===== src/rtl/dmem_arbiter.sv =====
// Two-master arbiter for the single data-memory BRAM port: round-robin with
// optional burst lock, starvation cap, and 1-cycle read-return routing.
module dmem_arbiter #(
    parameter int unsigned ADDR_WIDTH = 12,
    parameter int unsigned DATA_WIDTH = 32,
    parameter int unsigned MAX_BURST  = 8
) (
    input  logic                    clk,
    input  logic                    rst,

    input  logic                    m0_req,
    input  logic                    m0_lock,
    input  logic [ADDR_WIDTH-1:0]   m0_addr,
    input  logic [DATA_WIDTH/8-1:0] m0_we,
    input  logic [DATA_WIDTH-1:0]   m0_wdata,
    output logic                    m0_gnt,
    output logic                    m0_rvalid,
    output logic [DATA_WIDTH-1:0]   m0_rdata,

    input  logic                    m1_req,
    input  logic                    m1_lock,
    input  logic [ADDR_WIDTH-1:0]   m1_addr,
    input  logic [DATA_WIDTH/8-1:0] m1_we,
    input  logic [DATA_WIDTH-1:0]   m1_wdata,
    output logic                    m1_gnt,
    output logic                    m1_rvalid,
    output logic [DATA_WIDTH-1:0]   m1_rdata,

    output logic [ADDR_WIDTH-1:0]   mem_addr,
    output logic [DATA_WIDTH/8-1:0] mem_byte_w_en,
    output logic [DATA_WIDTH-1:0]   mem_wdata,
    output logic                    mem_r_en,
    input  logic [DATA_WIDTH-1:0]   mem_rdata,

    output logic [1:0]              owner
);

    localparam logic [7:0] CAP = 8'(MAX_BURST);

    typedef enum logic [1:0] {
        IDLE  = 2'b00,
        LOCK0 = 2'b01,
        LOCK1 = 2'b10
    } state_t;

    state_t     fsm, fsm_nxt;
    logic       last, last_nxt;
    logic [7:0] burst_cnt, burst_cnt_nxt;
    logic       rv0, rv1;
    logic       gnt0, gnt1;

    always_comb begin
        fsm_nxt       = fsm;
        last_nxt      = last;
        burst_cnt_nxt = burst_cnt;
        gnt0          = 1'b0;
        gnt1          = 1'b0;
        case (fsm)
            IDLE: begin
                if (m0_req && (!m1_req || last)) begin
                    gnt0     = 1'b1;
                    last_nxt = 1'b0;
                    if (m0_lock) begin
                        fsm_nxt       = LOCK0;
                        burst_cnt_nxt = 8'd1;
                    end
                end else if (m1_req) begin
                    gnt1     = 1'b1;
                    last_nxt = 1'b1;
                    if (m1_lock) begin
                        fsm_nxt       = LOCK1;
                        burst_cnt_nxt = 8'd1;
                    end
                end
            end
            LOCK0: begin
                if (m0_req && (burst_cnt < CAP || !m1_req)) begin
                    gnt0     = 1'b1;
                    last_nxt = 1'b0;
                    if (burst_cnt != 8'hFF) burst_cnt_nxt = burst_cnt + 8'd1;
                    if (!m0_lock) fsm_nxt = IDLE;
                end else if (burst_cnt >= CAP && m1_req) begin
                    gnt1          = 1'b1;
                    last_nxt      = 1'b1;
                    burst_cnt_nxt = 8'd1;
                    fsm_nxt       = m1_lock ? LOCK1 : IDLE;
                end else if (!m0_lock) begin
                    fsm_nxt = IDLE;
                end
            end
            LOCK1: begin
                if (m1_req && (burst_cnt < CAP || !m0_req)) begin
                    gnt1     = 1'b1;
                    last_nxt = 1'b1;
                    if (burst_cnt != 8'hFF) burst_cnt_nxt = burst_cnt + 8'd1;
                    if (!m1_lock) fsm_nxt = IDLE;
                end else if (burst_cnt >= CAP && m0_req) begin
                    gnt0          = 1'b1;
                    last_nxt      = 1'b0;
                    burst_cnt_nxt = 8'd1;
                    fsm_nxt       = m0_lock ? LOCK0 : IDLE;
                end else if (!m1_lock) begin
                    fsm_nxt = IDLE;
                end
            end
            default: fsm_nxt = IDLE;
        endcase
        // Grants are suppressed for the whole reset cycle, not just after the edge.
        if (!rst) begin
            gnt0 = 1'b0;
            gnt1 = 1'b0;
        end
    end

    always_ff @(posedge clk) begin
        if (!rst) begin
            fsm       <= IDLE;
            last      <= 1'b1;
            burst_cnt <= '0;
            rv0       <= 1'b0;
            rv1       <= 1'b0;
        end else begin
            fsm       <= fsm_nxt;
            last      <= last_nxt;
            burst_cnt <= burst_cnt_nxt;
            rv0       <= gnt0 && (m0_we == '0);
            rv1       <= gnt1 && (m1_we == '0);
        end
    end

    assign m0_gnt        = gnt0;
    assign m1_gnt        = gnt1;
    assign mem_addr      = gnt1 ? m1_addr  : m0_addr;
    assign mem_wdata     = gnt1 ? m1_wdata : m0_wdata;
    assign mem_byte_w_en = gnt0 ? m0_we : (gnt1 ? m1_we : '0);
    assign mem_r_en      = (gnt0 && (m0_we == '0)) || (gnt1 && (m1_we == '0));

    assign m0_rvalid = rv0;
    assign m1_rvalid = rv1;
    assign m0_rdata  = rv0 ? mem_rdata : '0;
    assign m1_rdata  = rv1 ? mem_rdata : '0;
    assign owner     = fsm;

endmodule


===== config.mk =====
export PLATFORM = sky130hd
export DESIGN_NAME = dmem_arbiter
export DESIGN_NICKNAME = d
export VERILOG_FILES = /design/src/rtl/dmem_arbiter.sv
export SDC_FILE = /design/constraint.sdc
export NUM_CORES = 1
export LEC_CHECK = 0
export ABC_AREA = 1
export CAP_MARGIN = 20
export CELL_PAD_IN_SITES_DETAIL_PLACEMENT = 1
export CELL_PAD_IN_SITES_GLOBAL_PLACEMENT = 2
export CORE_ASPECT_RATIO = 0.8
export CORE_MARGIN = 5
export CORE_UTILIZATION = 10
export DETAILED_ROUTE_END_ITERATION = 10
export GPL_TIMING_DRIVEN = 0
export MAX_ROUTING_LAYER = met4
export PLACE_DENSITY = 0.86
export SLEW_MARGIN = 25
export SYNTH_ARGS = -nofsm -noshare
export SYNTH_HDL_FRONTEND = slang
export SYNTH_SLANG_ARGS = --single-unit

===== constraint.sdc =====
create_clock -name clk -period 2.1 [get_ports clk]
set_clock_uncertainty 0.05 [all_clocks]
set_input_delay 0.315 -clock clk [delete_from_list [all_inputs] [get_ports clk]]
set_output_delay 0.315 -clock clk [all_outputs]
set_load 0.02 [all_outputs]

Word level (Yosys, flattened, before mapping)
Cells that the tools add are included.
- equal/unequal tests: 8
- multiplexer cells: 49
- reduce and logical (&&, ||, !) cells: 20
- order comparisons: 2
- $add $sub $neg: 1
- operator list (cell ; count):
    $mux 32 ; 3
    $mux 8 ; 9
    $pmux 8 s3 ; 1
    $mux 2 ; 11
    $mux 1 ; 18
    $ne 3x3->1 const B ; 5
    $mux 12 ; 1
    $pmux 1 s3 ; 3
    $add 8x1->8 const B ; 1
    $ge 8x4->1 const B ; 1
    $logic_not 4->1 ; 2
    $lt 8x4->1 const B ; 1
    $mux 4 ; 2
    $ne 8x8->1 const B ; 1
    $logic_and 1x1->1 ; 7
    $pmux 2 s3 ; 1
    $reduce_and 6->1 ; 1
    $logic_or 1x1->1 ; 4
    $reduce_and 4->1 ; 1
    $reduce_and 3->1 ; 1
    $reduce_bool 3->1 ; 1
    $eq 2x1->1 const B ; 1
    $eq 2x2->1 const B ; 1
    $logic_not 1->1 ; 2
    $logic_not 2->1 ; 1
- output and inout port bits: 119
- word-level logic and storage cells: 85
- register bits after elaboration: 13
- bits of input ports: 134

Depth between registers and ports, before layout
- word-level depth: 8
- depth in mapped cells: 12
- gate-level depth less buffers: 12

Least setup slack after synthesis
Ideal clock, no wire load.
- path kind: register to output
- start: register fsm[1], in the netlist owner[1]
- end: output mem_byte_w_en[0]
- stages on the path, launching flop included: 7
- path buffers: 0
- arrival: 1694 ps
- path slack: 41 ps
- cells stage by stage: dfxtp_1 > ha_1 > inv_1 > nor2_1 > nand3b_1 > nand2_1 > o21ai_0
- longest elaborated chain between the ends: 5
- elaborated cells on any way between the ends: 9
- those cells by class: eq/ne: 2; mux: 6; reduce/logical: 1
- ends and longest elaborated chain (what ; line ; source):
    start, declared ; 46 ; state_t fsm, fsm_nxt;
    start signal, assigned ; 123 ; fsm <= fsm_nxt;
    $eq 2x2->1 (tied with other cells) ; 58 ; case (fsm)
    $pmux 1 s3 ; 58 ;
    $mux 1 ; 109 ; if (!rst) begin
    $mux 4 ; 135 ; assign mem_byte_w_en = gnt0 ? m0_we : (gnt1 ? m1_we : '0);
    $mux 4 * ; 135 ;
    end, declared ; 30 ; output logic [DATA_WIDTH/8-1:0] mem_byte_w_en,
Mark *: on every way between the ends. The rest lies on a longest branch, timed or not.

Final worst setup path
- start: register burst_cnt[7]
- end: output mem_byte_w_en[3]
- longest elaborated chain between the ends: 8
- elaborated cells on any way between the ends: 20
- those cells by class: order compare: 2; mux: 12; reduce/logical: 6
- ends and longest elaborated chain (what ; line ; source):
    start, declared ; 48 ; logic [7:0] burst_cnt, burst_cnt_nxt;
    start signal, assigned ; 125 ; burst_cnt <= burst_cnt_nxt;
    $ge 8x4->1 / $lt 8x4->1 (equally long branches) ; -- ;
    $logic_and 1x1->1 (tied with other cells) ; 82 ; end else if (burst_cnt >= CAP && m1_req) begin
    $mux 1 (tied with other cells) ; 82 ;
    $mux 1 (on tied branches) ; 77, 92 ;
    $pmux 1 s3 ; 58 ;
    $mux 1 ; 109 ;
    $mux 4 ; 135 ;
    $mux 4 * ; 135 ;
Marked as above.

==> out/qor.yml <==
status: "finished with violations"
violations: "setup timing"
nets: 886
place_hpwl_mm: 11.5
fp.dieH_um: 143
wl_per_cell_um: 13.8
drv_slew: 0
cts_inserted_buffers: 3
grt_pass1_wl_mm: 21.0
clk_pin_slew_worst_paths_ns: 0.06
power.leakage_nw: 2.98
finalWorstSetupSlack_ns: -0.0799
grtUsageMet1_pct: 13.4
grt_pass1_vias: 3949
htree_levels: 1
final_common_cell: "nand2_1"
cts.path.max_buffers: 2
clock-root-buffer: "clkbuf_16"
firstDrtPassIters: 4
hold_buffers: 0
powerDensity_nw_per_um2: 440
track_usage_pct: 10.7
timing.final.crit_share_pct: 104
yosys_warnings: 0
fmax_ghz: 0.459
synth_cells: 464
drt-vias-per-instance: 3.68
final_cell_mix: "229 x nand2_1, 197 x clkdlybuf4s50_1, 81 x inv_1"
synth_fp_nets: 605
synthTopCellsByArea: "nand2_1 42%, inv_1 14%, dfxtp_1 12%"
max_cap_viol_count: 0
grt_max_degree: 11
p_total_mw: 2.53
gr-total-overflow: 0
drt-total-wl_mm: 14.1
synth.top_cell.area_share_pct: 42.4
port_buffers: 252
setup_viol: 16
grt_busiest_layer: "met2"
seq_area_frac_synth_pct: 11.8
drcViolationCount: 0
report.final.hold_viol_count: 0
drtAntennaViolNets: 0
end_kind: "output pin"
slew_headroom_pct: 82.4
syn2layout_area_growth_pct: 161
whs_path_depth: 3
hold_path_class: "input port to flip-flop"
fin_crit_ns: 2.18
clock_latency_ns: 0.25
drive_gt1_share_pct: 21.8
grtUsageMet3_pct: 1.72
rsz0062_at_grt: "yes"
critPathLaunchType: "flip-flop"
clock_sinks: 13
row_count: 48
required_ns: 1.74
stdcell_count: 1019
ir_drop_mv: 0.239
placed_area_um2: 5070
critPathKind: "flip-flop to output pin"
initial_utilization_pct: 10.2
antenna_found_initial: 0
r2r_cells: 13
antennaDiodeCount: 0
finish.instance_area_um2: 5740
synth_area_leader_cell: "nand2_1"
fp.dieW_um: 176
dpl.cell_count: 991
max_slew.worst_pin.slew_ns: 0.262
die_area_um2: 25100
fp.coreArea_um2: 21600
avgSynthCellArea_um2: 4.75
cts_tree: "yes"
synth_area_um2: 2200
path_max_fanout: 6
ys_seq_elements: 13
gp_congestion: 0.768
num_vias: 3745
use_met2_pct: 18.5
io_pins: 253
ys_types: 28
drtIter0Drc: 103
arrival_ns: 1.81
==> final timing paths <==
path	slack, ns	to	from
max	-0.08	mem_byte_w_en[3]	burst_cnt[7]
min	0.34	burst_cnt[5]	rst
max reg2reg	0.16	burst_cnt[2]	burst_cnt[3]
min reg2reg	0.47	burst_cnt[7]	burst_cnt[7]
==> cell families (layout without fill, tap and decap cells) <==
kind of cell | after synthesis | count (layout) | synth area share (%)
flops | 13 | 13 | 11.8
compound gates | 23 | 23 | 6.08
buf+inv | 106 | 386 | 19.8
fa+ha+maj | 7 | 7 | 3.98
xor+xnor | 1 | 1 | 0.398
simple gates | 314 | 314 | 57.9
==> layer usage <==
layer,wire length [um],vias up
met5,0,-
met4,114,0
met3,880,8
met2,6750,139
met1,6350,1675
li1,-,1923
==> through the flow <==
stage	setup slack, ns	utilization, %	hold slack (ns)	TNS, ns
after floorplan	0.0411	-	0.388	0
after global placement	-1.05	23.4	0.461	-49.63
after detailed placement	-1.03	23.4	0.475	-48.76
after CTS	-0.105	26.0	0.474	-1.38
after global routing	-0.178	26.6	0.367	-4.75
final	-0.0799	26.6	0.339	-0.499
==> cell usage after synthesis <==
library cell / count
buf_4: 5
ha_1: 7
nor3_1: 2
a21boi_0: 2
nand4_1: 2
or4_1: 1
buf_6: 2
clkbuf_1: 6
inv_1: 85
o21ai_0: 6
o21ai_2: 1
a21oi_2: 1
nand2_2: 4
nor2_1: 23
o21ai_1: 3
o211ai_1: 2
a21oi_1: 7
dfxtp_1: 13
xor2_1: 1
buf_2: 4
o22ai_1: 1
nand3_1: 25
nand3_2: 2
nand3b_1: 1
nor2_4: 3
inv_2: 4
nand2_1: 249
nor2_2: 2
==> sequential cells by signal, indices dropped and copies added (netlist names) <==
signal / cells
burst_cnt: 8
owner: 2
last: 1
m0_rvalid: 1
m1_rvalid: 1
==> where the power goes <==
part	switching [mW]	internal (mW)
Combinational	0.916	0.896
Clock	0.132	0.255
Sequential	0.0466	0.282
Total	1.10	1.43
==> worst max-delay path: stages (launching register included) <==
cell and delay (ns):
dfxtp_4 0.36, nor2_4 0.12, nand3_4 0.10, nand2_4 0.09, buf_6 0.10, nor2_2 0.03, nand3b_1 0.21, nand2_4 0.14
buf_6 0.13, nand3_2 0.07, nand2_2 0.08, buf_6 0.12
==> final cells by class <==
type,instances,area [um^2]
buffer,17,198
clock buffer,3,75.1
clock inverter,1,5.00
fill,2682,15900
inverter,89,347
multi-input combinational,345,1720
sequential,13,284
tap,275,344
timing repair buffer,276,2760
==> repair_timing <==
item	4_1_cts	5_1_grt
buffers inserted	19	2
setup endpoints to repair	111	82
gates resized for setup	385	32
pin swaps	23	8
gates cloned	2	2
hold endpoints to repair	0	0
Note: power is estimated with default switching activity, not from simulation.
